--- src/rtl/wb_regfile_pkg.sv ---
// Shared pipeline constants for the write-back stage and register file.
// Build option: WB_BYPASS_EN enables same-cycle write-to-read bypass.
package wb_regfile_pkg;
  localparam int DATA_W_DEF      = 32;
  localparam int ADDR_W_DEF      = 5;
  localparam int WB_REGWRITE_BIT = 1;
  localparam int WB_MEMTOREG_BIT = 0;
  localparam int ZERO_REG        = 0;
endpackage

--- src/rtl/regfile_2r1w.sv ---
// Register storage: one write port, two combinational read ports.
// Build option: WB_BYPASS_EN returns wdata on a same-cycle address hit.
module regfile_2r1w
  import wb_regfile_pkg::*;
#(
  parameter int DATA_W = DATA_W_DEF,
  parameter int ADDR_W = ADDR_W_DEF
) (
  input  logic              clk,
  input  logic              rst,
  input  logic              we,
  input  logic [ADDR_W-1:0] waddr,
  input  logic [DATA_W-1:0] wdata,
  input  logic [ADDR_W-1:0] raddr_a,
  input  logic [ADDR_W-1:0] raddr_b,
  output logic [DATA_W-1:0] rdata_a,
  output logic [DATA_W-1:0] rdata_b
);

  localparam int N = 2 ** ADDR_W;
  localparam logic [ADDR_W-1:0] ZA = ADDR_W'(ZERO_REG);

  logic [DATA_W-1:0] regs_q [N];
  logic [DATA_W-1:0] regs_d [N];

  always_comb begin
    regs_d = regs_q;
    if (we && waddr != ZA) begin
      regs_d[waddr] = wdata;
    end
  end

  always_ff @(posedge clk or posedge rst) begin
    if (rst) begin
      for (int i = 0; i < N; i++) begin
        regs_q[i] <= '0;
      end
    end else begin
      regs_q <= regs_d;
    end
  end

  function automatic logic [DATA_W-1:0] rd(
    input logic [ADDR_W-1:0] a
  );
    logic [DATA_W-1:0] v;
    v = regs_q[a];
`ifdef WB_BYPASS_EN
    // Write-before-read; reset forces reads to zero.
    if (we && !rst && a == waddr) begin
      v = wdata;
    end
`endif
    if (a == ZA) begin
      v = '0;
    end
    return v;
  endfunction

  always_comb begin
    rdata_a = rd(raddr_a);
    rdata_b = rd(raddr_b);
  end

endmodule

--- src/rtl/wb_regfile.sv ---
// Write-back stage: result mux, write qualification, commit counter.
// Build option: WB_BYPASS_EN (see regfile_2r1w).
module wb_regfile
  import wb_regfile_pkg::*;
#(
  parameter int DATA_W = DATA_W_DEF,
  parameter int ADDR_W = ADDR_W_DEF,
  parameter int CNT_W  = 32
) (
  input  logic              clk,
  input  logic              rst,
  input  logic [1:0]        mem_control_wb,
  input  logic [DATA_W-1:0] Read_data,
  input  logic [DATA_W-1:0] mem_ALU_result,
  input  logic [ADDR_W-1:0] mem_Write_reg,
  input  logic [ADDR_W-1:0] rs_addr,
  input  logic [ADDR_W-1:0] rt_addr,
  output logic [DATA_W-1:0] rs_data,
  output logic [DATA_W-1:0] rt_data,
  output logic [DATA_W-1:0] wb_data,
  output logic              wb_we,
  output logic [ADDR_W-1:0] wb_reg,
  output logic [CNT_W-1:0]  wr_count
);

  logic [CNT_W-1:0] cnt_q, cnt_d;

  always_comb begin
    wb_data = mem_control_wb[WB_MEMTOREG_BIT]
            ? Read_data : mem_ALU_result;
    wb_we   = mem_control_wb[WB_REGWRITE_BIT]
           && (mem_Write_reg != ADDR_W'(ZERO_REG));
    wb_reg  = mem_Write_reg;
    cnt_d   = cnt_q + CNT_W'(wb_we);
  end

  always_ff @(posedge clk or posedge rst) begin
    if (rst) begin
      cnt_q <= '0;
    end else begin
      cnt_q <= cnt_d;
    end
  end

  assign wr_count = cnt_q;

  regfile_2r1w #(
    .DATA_W(DATA_W),
    .ADDR_W(ADDR_W)
  ) u_rf (
    .clk    (clk),
    .rst    (rst),
    .we     (wb_we),
    .waddr  (mem_Write_reg),
    .wdata  (wb_data),
    .raddr_a(rs_addr),
    .raddr_b(rt_addr),
    .rdata_a(rs_data),
    .rdata_b(rt_data)
  );

endmodule

--- config.mk ---
export PLATFORM = sky130hd
export DESIGN_NAME = wb_regfile
export DESIGN_NICKNAME = d
export VERILOG_FILES = /design/src/rtl/wb_regfile_pkg.sv /design/src/rtl/regfile_2r1w.sv /design/src/rtl/wb_regfile.sv
export SDC_FILE = /design/constraint.sdc
export NUM_CORES = 2
export LEC_CHECK = 0
export ABC_AREA = 0
export ABC_CLOCK_PERIOD_IN_PS = 46900
export CAP_MARGIN = 5
export CELL_PAD_IN_SITES_DETAIL_PLACEMENT = 0
export CELL_PAD_IN_SITES_GLOBAL_PLACEMENT = 1
export CORE_AREA = 2 2 335 337
export DETAILED_ROUTE_END_ITERATION = 16
export DIE_AREA = 0 0 337 339
export PLACE_DENSITY_LB_ADDON = 0.25
export SETUP_SLACK_MARGIN = 0.3
export SYNTH_ARGS = -nofsm -noshare
export SYNTH_HDL_FRONTEND = slang
export SYNTH_SLANG_ARGS = --single-unit
--- constraint.sdc ---
create_clock -name clk -period 46.9 [get_ports clk]
set_input_delay 7.035 -clock clk [delete_from_list [all_inputs] [get_ports clk]]
set_output_delay 7.035 -clock clk [all_outputs]
set_load 0.03 [all_outputs]
==> reports/summary.txt <==
Run status = finished clean
Total number of placement rows = 122
Routed vias = 40555
Net switching power = 0.834 mW
Clk_lat worst skew = 710 ps
Global placement routability congestion = 0.812
Worst Max-Slew Pin Slew = 1190 ps
HPWL reported at the end of detailed placement = 101000 um
Biggest area contributors in the synthesized netlist = dfrtp_1 (48%), mux4_2 (18%), o21ai_0 (5.0%)
Ports placed on the boundary = 217
Combinational fraction of design power = 21.4%
M1 WL = 77100 um
Peak clock frequency supported by timing = 0.0520 GHz
Unrepaired setup endpoints after global routing = no
Final count of negative-setup-slack endpoints = 0
Hold Buf Count CTS = 0
Share of post-route cells with drive strength above 1 = 19.7%
Leading cell types in the layout, fill and taps excluded = dfrtp_1 (1056), nand2_1 (653), o21ai_0 (553), mux4_2 (448), nor2_1 (392)
Effective utilization at floorplan = 49.8%
Period Utilization, post-route = 41.0%
Violation count after the first detailed-route iteration = 4189
Syn Std Cell Area = 55000 um2
Switching fraction of total power = 29.9%
Leakage = 25.7 nW
Placeable core region = 110000 um2
CTS root buf = clkbuf_16
Post-CTS setup buffer count = 0
Data arrival, critical path = 12190 ps
Nets in the synthesized netlist = 4993
Cell area reported after detailed placement = 57500 um2
Classification of the worst-slack hold path = flop to flop
Amount of wire on met2 after detailed routing = 85800 um
Crit path required time = 39870 ps
Total negative slack for setup checks = 0 ps
Maximum clock insertion buffer count = 3
Max rail drop VDD = 0.0294 mV
Biggest fanout along the worst timing path = 84
Vias per cell = 6.37
Routed len/inst = 29.1 um
Synth Area per Inst = 11.2 um2
Number of clock sinks = 1056
Non-filler cells, final = 6370
Post-synth top area cell = dfrtp_1
Final design instance area without fill = 61400 um2
Detailed route wirelength on metal3 = 15400 um
GRT Util Overall = 32.8%
Post-route antenna net violation count = 0
Top sig layer = met5
Layout overhead on the synthesized area = 11.7%
Number of instances in the synthesized netlist = 4907
Number of global-route vias before repair = 39984
Full die area = 114000 um2
Total iterations of the first detailed-routing run = 5
Post-layout min period = 19220 ps
Worst hold slack after final layout = 395 ps
Fraction of power consumed by the clock network = 34.1%
Proportion of netlist area held by the largest area contributor = 48.1%
Launching element type of the critical path = primary input
CTS Buf Count = 115
Placed instance count = 6157
Final hold violation count = 0
Power Internal = 1.95 mW
PortBufs = 216
Horizontal die dimension = 337 um
Total of max-cap violations = 0
Commonest non-fill, non-tap cell in the layout = dfrtp_1
NumNets Final = 4873
Number of design rule violations left after detail routing = 0
Overall Power = 2.79 mW
Wire length of the first global-routing pass = 274000 um
Worst clock skew = 2.56 ps
Syn. warnings = 0
Vertical extent of the die = 339 um
Total overflow reported by the global router = 0
Final-report max-slew violation count = 0
Kind of critical path = primary input to output pin
Number of H-tree levels = 3
Worst-path clk slew = 60 ps
Power per cell area = 45.4 nW/um2
TritonCTS clock tree = built
Total of flip-flops plus latches after synthesis = 1056
Maximum number of pins on one net before global-route repair = 172
PostCTS Resize Cnt = 0
Max_slew headroom = 20.9%
Number of antenna violations at the first check in global routing = 2
Part of the total power dissipated in sequential elements = 44.5%
Sequential-to-total area share from yosys stat = 48.1%
Post-synth cell types = 51
Final Routed Wirelength = 185000 um
Kind of end point of the critical path = output pin
[worst paths after layout]
path                                endpoint               from  slack [ps]  depth (start not counted)
hold reg to reg            u_rf.regs_q[1018]  u_rf.regs_q[1018]         400                          0
setup reg to reg                wr_count[22]        wr_count[7]       44770                          4
min in group asynchronous   u_rf.regs_q[915]                rst        6850                          2
setup / recovery                 rt_data[19]         rt_addr[2]       27680                          9
hold / removal             u_rf.regs_q[1018]  u_rf.regs_q[1018]         400                          0
max in group asynchronous   u_rf.regs_q[547]                rst       35880                          6
[registers in the layout (all words and copies together), names as in the netlist]
name,cells
wr_count,32
u_rf.regs_q,1024
[worst max-delay path, stage by stage]
cell,delay (ps)
buf_8,590
buf_4,860
buf_4,850
buf_4,670
mux2i_1,170
a221oi_1,300
o21ai_0,230
a311oi_1,570
clkdlybuf4s50_1,820
[layout make-up]
type | instances | area, um2
multi-input combinational | 3269 | 26100
clock buffer | 171 | 3500
clock inverter | 40 | 443
timing repair buffer | 309 | 2900
antenna | 1 | 2.50
inverter | 36 | 148
fill | 9481 | 48900
sequential | 1056 | 26400
tap | 1488 | 1860
[kinds of logic (layout without fill, tap and decap cells)]
group | count (synthesis) | count (layout) | synth area share [%]
multiplexers | 672 | 672 | 22.6
buffers and inverters | 582 | 556 | 5.46
flip-flops | 1056 | 1056 | 48.1
adder cells (fa/ha/maj) | 3 | 3 | 0.0683
XOR/XNOR | 30 | 30 | 0.478
AO/OA/AOI/OAI | 1361 | 1361 | 14.3
AND/OR/NAND/NOR | 1203 | 1203 | 9.02
other | 0 | 1 | 0
[cells in the mapped netlist (all sizes together)]
master and number:
mux2i 160, nand3 19, and2b 1, xnor2 28
o31a 1, nand4b 2, a221oi 48, and3 4
nor4 1, nor2b 67, nor3 2, o2111ai 16
nor3b 4, ha 3, buf 252, xor2 2
or2 5, nand2b 6, mux4 448, nor2 406
and2 2, mux2 64, a22oi 64, or4 2
and4 4, clkbuf 294, o21ai 720, nand3b 8
a211oi 64, nand4 13, dfrtp 1056, a21oi 384
nand2 656, inv 36, or3 1, a311oi 64
[through the flow]
step | worst slack [ps] | utilization [%]
6_report | 27680 | 55.7
5_1_grt | 27470 | 55.7
3_3_place_gp | 27660 | 52.1
3_5_place_dp | 27660 | 52.1
2_1_floorplan | 10140 | -
4_1_cts | 27640 | 55.7
[power by group through the flow]
| stage | registers [mW] | clock network [mW] | logic [mW] |
|---|---|---|---|
| floorplan | 1.22 | 0 | 0.452 |
| global placement | 1.24 | 0 | 0.583 |
| detailed placement | 1.25 | 0 | 0.597 |
| CTS | 1.24 | 0.958 | 0.598 |
| global route | 1.26 | 0.997 | 0.654 |
| finish | 1.24 | 0.950 | 0.597 |
[layer usage]
metal / vias up / track usage, %
li1: 17577 / -
met1: 20857 / 46.3
met5: - / 0
met3: 348 / 6.41
met2: 1771 / 50.5
met4: 2 / 12.0
(Power assumes the default switching activity.)
